===== config.mk =====
export PLATFORM = sky130hd
export DESIGN_NAME = mouse_frame_latch
export DESIGN_NICKNAME = d
export VERILOG_FILES = /design/src/rtl/mouse_frame_latch.sv
export SDC_FILE = /design/constraint.sdc
export NUM_CORES = 1
export LEC_CHECK = 0
export ABC_AREA = 1
export BUFFER_PORTS_ARGS = -buffer_cell sky130_fd_sc_hd__buf_2
export CAP_MARGIN = 5
export CORE_AREA = 10 10 78 80
export CTS_BUF_LIST = sky130_fd_sc_hd__clkbuf_16
export DETAILED_ROUTE_END_ITERATION = 10
export DIE_AREA = 0 0 88 90
export GPL_TIMING_DRIVEN = 0
export PLACE_DENSITY = 0.8
export SYNTH_ARGS = -nofsm -noshare
export SYNTH_HDL_FRONTEND = slang
export SYNTH_SLANG_ARGS = --single-unit

===== constraint.sdc =====
create_clock -name clk -period 4.4 [get_ports clk]
set_input_delay 0.88 -clock clk [delete_from_list [all_inputs] [get_ports clk]]
set_output_delay 0.88 -clock clk [all_outputs]
set_load 0.03 [all_outputs]

===== src/rtl/mouse_frame_latch.sv =====
// mouse_frame_latch
//   Latches PS/2 mouse position/buttons into clamped shadow registers as the
//   controller reports them, and publishes them to the cursor stage only at
//   the rising edge of vertical blank so the cursor never tears mid-frame.
//   Also produces frame-aligned left click / release / long-press pulses.
//
// Ports
//   clk, rst            pixel clock; synchronous active-high reset
//   xpos_raw, ypos_raw  12-bit raw position from the mouse controller
//   left_raw, right_raw raw button levels
//   new_event           one-cycle strobe qualifying the raw inputs
//   vblnk               vertical blank from the timing stage
//   xpos, ypos          frame-stable clamped position
//   left_held,right_held frame-stable button levels
//   left_click, left_release, long_press  one-cycle frame-aligned pulses
//   frame_tick          one-cycle pulse at each publish point
module mouse_frame_latch #(
  parameter int unsigned H_ACTIVE          = 1024,
  parameter int unsigned V_ACTIVE          = 768,
  parameter int unsigned LONG_PRESS_FRAMES = 60
) (
  input  logic        clk,
  input  logic        rst,
  input  logic [11:0] xpos_raw,
  input  logic [11:0] ypos_raw,
  input  logic        left_raw,
  input  logic        right_raw,
  input  logic        new_event,
  input  logic        vblnk,
  output logic [11:0] xpos,
  output logic [11:0] ypos,
  output logic        left_held,
  output logic        right_held,
  output logic        left_click,
  output logic        left_release,
  output logic        long_press,
  output logic        frame_tick
);

  localparam int unsigned CW       = $clog2(LONG_PRESS_FRAMES + 1);
  localparam logic [11:0] X_MAX    = 12'(H_ACTIVE - 1);
  localparam logic [11:0] Y_MAX    = 12'(V_ACTIVE - 1);
  localparam logic [CW-1:0] CNT_LP = CW'(LONG_PRESS_FRAMES);

  typedef enum logic [1:0] {IDLE, PRESSED, LONG} state_e;

  // Shadow registers (clamped at load time)
  logic [11:0] sx_q, sy_q;
  logic        sl_q, sr_q;
  logic        vblnk_q;
  logic        frame_edge;

  // Published outputs
  logic [11:0] xpos_q, ypos_q;
  logic        left_q, right_q, tick_q;
  logic        click_q, release_q, long_q;
  logic        click_d, release_d, long_d;

  state_e        state_q, state_d;
  logic [CW-1:0] cnt_q, cnt_d;

  assign frame_edge = vblnk & ~vblnk_q;

  always_ff @(posedge clk) begin
    if (rst) begin
      sx_q    <= '0;
      sy_q    <= '0;
      sl_q    <= 1'b0;
      sr_q    <= 1'b0;
      vblnk_q <= 1'b0;
    end else begin
      vblnk_q <= vblnk;
      if (new_event) begin
        sx_q <= (xpos_raw > X_MAX) ? X_MAX : xpos_raw;
        sy_q <= (ypos_raw > Y_MAX) ? Y_MAX : ypos_raw;
        sl_q <= left_raw;
        sr_q <= right_raw;
      end
    end
  end

  // Publishing reads the shadow before this cycle's strobe lands, so a
  // strobe coincident with the edge is deferred to the next frame.
  always_ff @(posedge clk) begin
    if (rst) begin
      xpos_q    <= '0;
      ypos_q    <= '0;
      left_q    <= 1'b0;
      right_q   <= 1'b0;
      tick_q    <= 1'b0;
      click_q   <= 1'b0;
      release_q <= 1'b0;
      long_q    <= 1'b0;
      state_q   <= IDLE;
      cnt_q     <= '0;
    end else begin
      tick_q    <= frame_edge;
      click_q   <= click_d;
      release_q <= release_d;
      long_q    <= long_d;
      state_q   <= state_d;
      cnt_q     <= cnt_d;
      if (frame_edge) begin
        xpos_q  <= sx_q;
        ypos_q  <= sy_q;
        left_q  <= sl_q;
        right_q <= sr_q;
      end
    end
  end

  always_comb begin
    state_d   = state_q;
    cnt_d     = cnt_q;
    click_d   = 1'b0;
    release_d = 1'b0;
    long_d    = 1'b0;
    if (frame_edge) begin
      unique case (state_q)
        IDLE: begin
          if (sl_q) begin
            state_d = PRESSED;
            cnt_d   = CW'(1);
            click_d = 1'b1;
          end
        end
        PRESSED: begin
          if (!sl_q) begin
            state_d   = IDLE;
            cnt_d     = '0;
            release_d = 1'b1;
          end else if (cnt_q + CW'(1) == CNT_LP) begin
            state_d = LONG;
            cnt_d   = CNT_LP;
            long_d  = 1'b1;
          end else begin
            cnt_d = cnt_q + CW'(1);
          end
        end
        LONG: begin
          if (!sl_q) begin
            state_d   = IDLE;
            cnt_d     = '0;
            release_d = 1'b1;
          end
        end
        default: begin
          state_d = IDLE;
          cnt_d   = '0;
        end
      endcase
    end
  end

  assign xpos         = xpos_q;
  assign ypos         = ypos_q;
  assign left_held    = left_q;
  assign right_held   = right_q;
  assign frame_tick   = tick_q;
  assign left_click   = click_q;
  assign left_release = release_q;
  assign long_press   = long_q;

endmodule


* Word-level counts from Yosys, hierarchy flattened
Index checks and enable logic that the tools add are counted.
** Storage, ports and cells
- Flip-flop bits (word level) :: 65
- Input port bits :: 30
- Output and inout port bits :: 30
- Logic and storage cells :: 53
** Cells by class
- $add $sub $neg :: 1
- $lt $le $gt $ge :: 2
- Eq/ne operators :: 6
- Mux-type cells :: 15
- Bitwise operators :: 7
- Reductions and logical operators :: 7
** Operators with widths (number)
- $gt A12 B10 Y1 const B :: 2
- $mux W12 :: 2
- $mux W6 :: 4
- $pmux W6 S3 :: 1
- $mux W2 :: 4
- $add A6 B1 Y6 const B :: 1
- $eq A6 B6 Y1 const B :: 1
- $not A1 Y1 :: 6
- $pmux W2 S3 :: 1
- $reduce_or A3 Y1 :: 2
- $ne A2 B2 Y1 const B :: 2
- $reduce_and A4 Y1 :: 1
- $reduce_or A4 Y1 :: 1
- $mux W1 :: 3
- $ne A3 B3 Y1 const B :: 1
- $reduce_and A3 Y1 :: 1
- $eq A2 B1 Y1 const B :: 1
- $eq A2 B2 Y1 const B :: 1
- $logic_not A2 Y1 :: 1
- $reduce_or A2 Y1 :: 1
- $and A1 B1 Y1 :: 1

* Longest topological paths before layout
- Depth after elaboration :: 5
- Gate-level depth with buffers :: 9
- Gate-level depth less buffers :: 9

* Least setup slack after synthesis
OpenSTA, ideal clock, no wires.
- Path kind :: input -> register
- Start :: input port vblnk
- End :: register state_q[1]
- Setup time :: 0.066 ns
- Data arrival time :: 1.743 ns
- Required time :: 4.334 ns
- Path slack :: 2.591 ns
- Stages on the path :: 8
- Buffers on the path :: 0
- Path through :: inv_2 -> nor2_8 -> inv_4 -> nor3_4 -> inv_4 -> nor2_8 -> nand3_2 -> a21oi_2
** On the way
- Word-level cells in the longest chain between the ends :: 2
** RTL lines
- from (decl) :: line 29 : input logic vblnk,
- $and A1 B1 Y1 :: line 62 : assign frame_edge = vblnk & ~vblnk_q;
- $reduce_and A4 Y1 (no source line)
- to (signal assigned) :: line 101 : state_q <= state_d;
- to (decl) :: line 59 : state_e state_q, state_d;
No other way between the ends.
A chain may end at the register's enable or synchronous reset.

* Worst setup path after layout
Same ends and word-level chain as after synthesis.

==> key figures <==
Critical path
  • Slowest library cell on the worst path: nor3_4
  • R2r startpoint: state_q[0]
  • Crit path cell chain: buf_2 -> inv_2 -> nor2_8 -> inv_4 -> nor3_4 -> inv_4 -> nor2_8 -> nand3_2 -> a21oi_2
  • CP Buf/Inv Count: 4
  • Crit path max fanout: 10
  • Crit-path max cell delay: about 0.27 ns
  • Top cell family by delay on the critical path: simple AND/OR/NAND/NOR gates
  • Worst EP arrival: 2.03 ns
  • Levels on crit path: 9
  • Req. time, crit path: approximately 4.7 ns
  • R2r worst-path depth: 9
  • Kind of critical path: input port to flip-flop
  • RR Endpoint: state_q[1]
  • CP startpoint kind: input port
  • Crit. End Element: flip-flop
  • Reg2reg setup slack: around 2.7 ns

Hold path
  • Worst Min Path Start: sx_q[11]
  • Worst Hold Path EP: sx_q[11]
  • Hold Path Stages: 2
  • Hold Crit Class: flip-flop to flip-flop

Synthesis
  • Synth top area share: 0.531
  • Top cells by count, synth: nor2_1, dfxtp_1, o21ai_0
  • Sequential fraction of the synthesis area: 0.531
  • Synth area leader: dfxtp_1
  • Post-synthesis cell type count: 22
  • Syn Std Cell Area: 2450 sq um
  • Synth area leaders: dfxtp_1, nor2_1, o21ai_0, a21oi_1, nand2_1
  • Ys async rst share: 0
  • Cells after Synth: 310
  • EDFF count, synth: 0
  • Syn Area/Cell: 7.91 sq um
  • Synth warn: 0
  • Post-Synthesis Net Count: 344
  • Register bit total from synthesis: 65
  • Post-synth top flop: dfxtp_1
  • Leading cell type by number of instances after synthesis: nor2_1

Clock network
  • Number of setup buffers added after CTS: 0
  • H-tree Lvls: 3
  • Total clock sinks: 65
  • Post-CTS sizing: 0
  • Clk root buf: clkbuf_16
  • Num CTS Buffers: 9
  • Reg clk slew, reported paths: roughly 0.05 ns
  • # hold bufs at CTS: 0
  • Longest Clk Path Bufs: 2
  • TritonCTS clock tree: yes
  • Later-pin clock latency in the skew report: ~0.32 ns

Global route
  • Pin count of the biggest net entering global routing: 12
  • Grt ovf: 0
  • GRT Resource Usage Total: 0.160
  • Vias in the first global route: 2206
  • First-pass GRT wire length: 10200 microns
  • Initial antenna violation count: 0

Place
  • Buffers on Ports: 58
  • Final GP Congestion: between 0.8 and 0.9
  • DP HPWL: 4440 microns

STA
  • Clock Skews: 0.00477 ns
  • Hold Fails Final Rpt: 0
  • Fmax: 564 MHz
  • Setup total negative slack: 0 ns
  • Slew Viols, Final: 0
  • Rel. slew slack: 0.565
  • Final min period: about 1.8 ns
  • Pin slew with the least headroom to its limit: between 0.6 and 0.7 ns
  • Final setup viols: 0
  • RSZ-0062 raised after global routing: no
  • Fin crit share: 0.403

Route
  • Antenna-violating nets left: 0
  • Vias per cell: 5.14
  • Initial DRC count: 146
  • Via count: about 2300
  • First-pass DRT Iterations: 4
  • DR WL/cell: between 10 and 15 microns
  • Drt total wl: 6190 microns
  • # DRC: 0

Floorplanning
  • FP Rows: 25
  • Die W: 88 microns
  • IO Pins: 60
  • Die area: slightly below 8000 sq um
  • Initial Utilization: 0.533
  • CORE AREA: 4600 sq um
  • Die Ht: 90 microns

Final layout
  • N_diodes: 0
  • Syn-to-layout area delta: 26.3%
  • Final Util: 0.673
  • Fillers: 392
  • Net count, final: approximately 410
  • Share of cells above drive strength 1: 0.216

Pwr
  • Peak VDD IR: 0.000265 V
  • Static leakage: 1.43 nW
  • P per Cell Area: around 480 nW/um^2

Run
  • Max Cap Viol: 0

Outcome
  • Outcome: finished, final reports clean
## per-layer routing
layer | wire [microns] | up-vias | global-route usage
met4 | 92 | 0 | 0.0731
met1 | 2670 | 1022 | 0.190
li1 | - | 1145 | -
met3 | 577 | 11 | 0.0767
met5 | 0 | - | 0
met2 | 2840 | 75 | 0.235
## worst min-delay path, stage by stage, from the launching register on
cell and delay, ns:
dfxtp_1 0.31, nand2_1 0.06, nor2_1 0.04
## worst max path at each step
| stage | startpoint | endpoint | slack (ns) |
|---|---|---|---|
| 2_1_floorplan | vblnk | state_q[1] | 2.59 |
| 3_3_place_gp | vblnk | state_q[1] | 2.32 |
| 3_5_place_dp | vblnk | state_q[1] | 2.30 |
| 4_1_cts | vblnk | state_q[1] | 2.63 |
| 5_1_grt | vblnk | state_q[1] | 2.55 |
| 6_report | vblnk | state_q[1] | 2.63 |
## cells by family (layout without fill, tap and decap cells)
| logic type | after synthesis | count (layout) | synth area share |
|---|---|---|---|
| AND/OR/NAND/NOR | 129 | 129 | 0.227 |
| AO/OA/AOI/OAI | 80 | 80 | 0.166 |
| buffers and inverters | 30 | 104 | 0.0485 |
| XOR/XNOR | 2 | 2 | 0.00715 |
| flip-flops | 65 | 65 | 0.531 |
| adder cells (fa/ha/maj) | 4 | 4 | 0.0204 |
## power by group
group / switching (W) / internal [W]
combinational: 0.000108 / 0.0000485
sequential: 0.0000188 / 0.000625
clock: 0.000246 / 0.000431
## stage by stage
step | setup slack (ns) | total power (W) | hold WS, ns | instances | area, sq um
after floorplan | 2.59 | 0.000756 | 0.419 | 310 | 2450
after global placement | 2.32 | 0.000808 | 0.429 | 422 | 2810
after detailed placement | 2.30 | 0.000812 | 0.430 | 422 | 2810
after CTS | 2.63 | 0.00149 | 0.443 | 438 | 3100
after global routing | 2.55 | 0.00154 | 0.462 | 438 | 3100
final | 2.63 | 0.00148 | 0.449 | 438 | 3100
## layout make-up
cell class | count | area [sq um] | share of cell area
Multi-Input combinational cell | 215 | 1030 | 0.333
Tap cell | 54 | 67.6 | 0.0218
Sequential cell | 65 | 1300 | 0.420
Clock inverter | 7 | 62.6 | 0.0202
Buffer | 14 | 53.8 | 0.0174
Clock buffer | 9 | 225 | 0.0727
Timing Repair Buffer | 58 | 290 | 0.0937
Inverter | 16 | 65.1 | 0.0210
## registers in the layout (all words and copies together), names as in the netlist
name	cells
sx_q	12
sy_q	12
xpos	12
ypos	12
cnt_q	6
state_q	2
frame_tick	1
left_click	1
left_held	1
left_release	1
long_press	1
right_held	1
sl_q	1
sr_q	1
vblnk_q	1
## cell usage in the layout, fill, tap and decap left out, drive strengths merged
master and instances:
inv 16, ha 4, dfxtp 65, o211ai 1
clkinv 4, nand2 28, clkinvlp 2, or2 1
and2 1, nor2 88, nand3 8, xor2 2
buf 59, nor3 3, bufinv 1, o21ai 50
clkbuf 22, a21oi 29
Power figures use the tool's default switching activity.
